### config.mk
export PLATFORM = sky130hd
export DESIGN_NAME = ram_port_arbiter
export DESIGN_NICKNAME = d
export VERILOG_FILES = /design/src/rtl/ram_port_arbiter.sv
export SDC_FILE = /design/constraint.sdc
export NUM_CORES = 1
export LEC_CHECK = 0
export ABC_AREA = 1
export BUFFER_PORTS_ARGS = -buffer_cell sky130_fd_sc_hd__buf_2
export CORE_AREA = 2 2 87 89
export DETAILED_ROUTE_END_ITERATION = 8
export DIE_AREA = 0 0 89 91
export GPL_TIMING_DRIVEN = 0
export MAX_ROUTING_LAYER = met4
export SKIP_CTS_REPAIR_TIMING = 1
export SLEW_MARGIN = 20
export SYNTH_ARGS = -nofsm -noshare
export SYNTH_HDL_FRONTEND = slang
export SYNTH_SLANG_ARGS = --single-unit
### constraint.sdc
create_clock -name clk -period 2.5 [get_ports clk]
set_input_delay 0.25 -clock clk [delete_from_list [all_inputs] [get_ports clk]]
set_output_delay 0.25 -clock clk [all_outputs]
set_load 0.02 [all_outputs]
### src/rtl/ram_port_arbiter.sv
// Two-port round-robin arbiter in front of a single-port byte-writable RAM.
// The owner keeps streaming until MAX_BURST grants, then yields to a waiting peer.
module ram_port_arbiter #(
    parameter int ADDR_WIDTH = 14,
    parameter int DATA_WIDTH = 32,
    parameter int MAX_BURST  = 4
) (
    input  logic                    clk,
    input  logic                    reset,
    input  logic                    req_0,
    input  logic                    req_1,
    input  logic [ADDR_WIDTH-1:0]   addr_0,
    input  logic [ADDR_WIDTH-1:0]   addr_1,
    input  logic [DATA_WIDTH-1:0]   din_0,
    input  logic [DATA_WIDTH-1:0]   din_1,
    input  logic [DATA_WIDTH/8-1:0] we_0,
    input  logic [DATA_WIDTH/8-1:0] we_1,
    output logic                    ack_0,
    output logic                    ack_1,
    output logic                    rd_valid_0,
    output logic                    rd_valid_1,
    output logic [DATA_WIDTH-1:0]   rd_data,
    output logic [ADDR_WIDTH-1:0]   mem_addr,
    output logic [DATA_WIDTH-1:0]   mem_din,
    output logic [DATA_WIDTH/8-1:0] mem_write_en,
    input  logic [DATA_WIDTH-1:0]   mem_dout
);

    localparam int NB = DATA_WIDTH / 8;
    localparam int CW = $clog2(MAX_BURST) + 1;
    localparam logic [CW-1:0] CNT_TOP = CW'(MAX_BURST - 1);

    typedef enum logic [1:0] {
        IDLE,
        OWN0,
        OWN1
    } owner_e;

    owner_e        owner_q, owner_d;
    logic [CW-1:0] cnt_q, cnt_d;
    logic          last_q, last_d;
    logic          rv0_q, rv1_q;
    logic          win_v;
    logic          win;

    // Winner: owner first (with burst limit), otherwise plain round-robin.
    always_comb begin
        win_v = 1'b0;
        win   = 1'b0;
        if (owner_q == OWN0 && req_0) begin
            win_v = 1'b1;
            win   = req_1 && (cnt_q == CNT_TOP);
        end else if (owner_q == OWN1 && req_1) begin
            win_v = 1'b1;
            win   = !(req_0 && (cnt_q == CNT_TOP));
        end else if (req_0 && req_1) begin
            win_v = 1'b1;
            win   = ~last_q;
        end else if (req_0) begin
            win_v = 1'b1;
            win   = 1'b0;
        end else if (req_1) begin
            win_v = 1'b1;
            win   = 1'b1;
        end
        if (reset) begin
            win_v = 1'b0;
        end
    end

    always_comb begin
        ack_0        = win_v & ~win;
        ack_1        = win_v & win;
        mem_addr     = ack_1 ? addr_1 : addr_0;
        mem_din      = ack_1 ? din_1 : din_0;
        mem_write_en = '0;
        if (win_v) begin
            mem_write_en = win ? we_1 : we_0;
        end
    end

    always_comb begin
        owner_d = IDLE;
        cnt_d   = '0;
        last_d  = last_q;
        if (win_v) begin
            owner_d = win ? OWN1 : OWN0;
            last_d  = win;
            if (owner_d == owner_q) begin
                cnt_d = (cnt_q == CNT_TOP) ? cnt_q : cnt_q + CW'(1);
            end
        end
    end

    always_ff @(posedge clk) begin
        if (reset) begin
            owner_q <= IDLE;
            cnt_q   <= '0;
            last_q  <= 1'b1;
            rv0_q   <= 1'b0;
            rv1_q   <= 1'b0;
        end else begin
            owner_q <= owner_d;
            cnt_q   <= cnt_d;
            last_q  <= last_d;
            rv0_q   <= ack_0 && (we_0 == NB'(0));
            rv1_q   <= ack_1 && (we_1 == NB'(0));
        end
    end

    // A read acked just before reset must not show up while reset is high.
    assign rd_valid_0 = rv0_q & ~reset;
    assign rd_valid_1 = rv1_q & ~reset;
    assign rd_data    = mem_dout;

endmodule

==> flow_summary.ini <==
[sta]
max_freq_ghz = 0.421
fin_crit_sh_pct = 95.1
slew_viol_final = 0
fin_crit_ns = 2.38
worstMarginPinSlew_ns = 0.296
maxSlewHeadroom_pct = 80.2
hold_viol = 0
skew_ns = 0.00452
final-setup-viol-count = 0
whs_ns = 0.207

[run_status]
outcome = finished clean

[setup_path]
worstPathCellList = ha_1, ha_1, buf_2, inv_2, nand3_1, nand2_1, inv_2, nand2_2, nand3_4, inv_4, buf_8, buf_8, nand2_1, nand2_1, buf_2
cp_max_fo = 10
critPathKind = flip-flop to output port
cpPeakStageDelay_ns = 0.31
critPathMostFrequentCell = nand2_1
worst_ep_arrival_time_ns = 2.13
crit_path_top_delay_cell = dfxtp_1
startpoint_type = flip-flop
cp-end-kind = output port
crit_required_ns = 2.25

[min_path]
hp-class = input port to flip-flop

[power_and_ir_drop]
combPwrFrac_pct = 64.2
clkPwrFrac_pct = 18.8
power_switching_mw = 0.344
seqPwrFrac_pct = 17.0
p_sw_share_pct = 42.6
finalPower_mw = 0.809
p_leak_nw = 1.67
internal-power_mw = 0.465
irDropWorstVdd_mv = 0.115
p_per_area_nw_per_um2 = 323

[cells_and_area]
fin_cells = 545
layout.nets = 586
drive_gt1_share_pct = 55.8
fill_cells = 809
finish.instance_area_sq_um = 2500
antenna_cells = 0
final_util_pct = 35.0
area_delta_synth_final_pct = 96.0

[synthesis]
syn_area_sq_um = 1280
synth.distinct_cells = 22
syn_inst = 248
yosysSeqAreaShare_pct = 12.5
yosysWarnings = 0
synth_nets = 386
syn_avg_cell_area_sq_um = 5.15
ys_seq_elements = 8

[detailed_routing]
dr.max_layer_used = met3
drc = 0
wl_met2_um = 2820
firstDrtPassIters = 4
vias = 2055
viasPerCell = 3.77
wl_um = 5390
wl_met3_um = 418
postRouteAntennaNets = 0
wl_met1_um = 2150
drt_iter0_drc = 47
post_drt_wl_per_cell_um = 9.90

[clocking]
htreeDepth = 1
clock-sinks = 8
clk_latency_ns = 0.23
cts_buffer_depth = 2
cts_tree = done
cts_made_buffers = 3
path_clk_slew_ns = 0.04
root_buffer = clkbuf_8

[global_routing]
antenna_found_initial = 0
overflow = 0
grt_pass1_wl_um = 8000
grt_max_degree = 11
grt_use_total_pct = 12.2
grt_pass1_vias = 1819

[run]
drv_cap = 0

[floorplanning]
io_pins = 222
rows = 31
dieArea_sq_um = 8100
die_y_um = 91
die_w_um = 89
core_area_sq_um = 7140
initial_core_util_pct = 17.9

[place]
place.gp.congestion = 0.760
port_buffers = 189
place_inst = 536
placed_cell_area_sq_um = 2350
dpl.hpwl_um = 4640
[cell usage after synthesis, drive strengths merged]
master | instances | share of area [%]
ha | 2 | 2.0
nor3 | 2 | 0.78
xor2 | 1 | 0.69
clkbuf | 4 | 1.2
o22ai | 3 | 1.5
nor2 | 7 | 2.3
a21oi | 6 | 2.6
o21ai | 1 | 0.39
nand4 | 1 | 0.49
buf | 39 | 23
mux2i | 1 | 0.78
nand2 | 146 | 43
inv | 21 | 6.2
nand3 | 6 | 2.7
dfxtp | 8 | 13
[metrics by stage]
step           setup TNS (ns)  worst slack [ns]
5_1_grt                -0.127           -0.0149
6_report                    0             0.123
3_5_place_dp                0            0.0593
2_1_floorplan               0             0.462
4_1_cts                 -3.21            -0.188
3_3_place_gp                0            0.0613
[critical path, delay by kind of cell, from the launching register on]
family | cells | cell delay (ns)
buf+inv | 7 | 0.77
simple gates | 6 | 0.45
fa+ha+maj | 2 | 0.38
flops | 1 | 0.31
[per-layer routing]
layer / up-vias / track usage (%)
li1: 1106 / -
met1: 847 / 14.3
met2: 102 / 22.9
met3: 0 / 1.09
met4: 0 / 1.49
met5: - / -
[cell families (layout without fill, tap and decap cells)]
group	Yosys count	in the layout	share of synthesized area [%]
AOI/OAI and AO/OA	10	10	4.51
xor gates and xnor gates	1	1	0.686
buffers and inverters	64	262	30.1
DFF	8	8	12.5
adders and majority gates	2	2	1.96
muxes	1	1	0.784
and+or+nand+nor	162	162	49.4
[final timing paths]
check / end / start / cells after the start / slack [ns]
max: mem_din[14] / cnt_q[0] / 15 / 0.12
min: rv1_q / we_1[3] / 2 / 0.21
max reg2reg: rv1_q / cnt_q[0] / 12 / 0.68
min reg2reg: cnt_q[2] / cnt_q[2] / 2 / 0.52
[state kept, by name, indices dropped and copies added, names as in the netlist]
register,flops
last_q,1
rv1_q,1
cnt_q,3
owner_q,2
rv0_q,1
[final cells by class]
| cell class | instances | area, sq um | share of cell area (%) |
|---|---|---|---|
| clock buffers | 3 | 41.3 | 1.65 |
| repair buffers | 195 | 1020 | 40.8 |
| plain buffers | 43 | 335 | 13.4 |
| inverters | 21 | 81.3 | 3.25 |
| flip-flops and latches | 8 | 160 | 6.40 |
| multi-input cells | 176 | 739 | 29.6 |
| well taps | 99 | 124 | 4.95 |
[layout by cell type, fill, tap and decap left out, types with 2 or more instances in the layout]
cell        n
a21oi_1     5
dfxtp_1     8
buf_2     188
nand2_1   145
buf_8       3
inv_1      17
inv_2       3
o22ai_1     3
buf_4      43
nor2_1      6
nor3_1      2
nand3_1     5
clkbuf_8    3
clkbuf_4    2
ha_1        2
[power by group through the flow]
| stage | Combinational (mW) | Clock [mW] | Sequential [mW] |
|---|---|---|---|
| floorplan | 0.295 | 0 | 0.139 |
| global placement | 0.494 | 0 | 0.139 |
| detailed placement | 0.498 | 0 | 0.140 |
| CTS | 0.500 | 0.158 | 0.137 |
| global route | 0.567 | 0.167 | 0.138 |
| finish | 0.519 | 0.152 | 0.137 |
(Power assumes the default switching activity.)
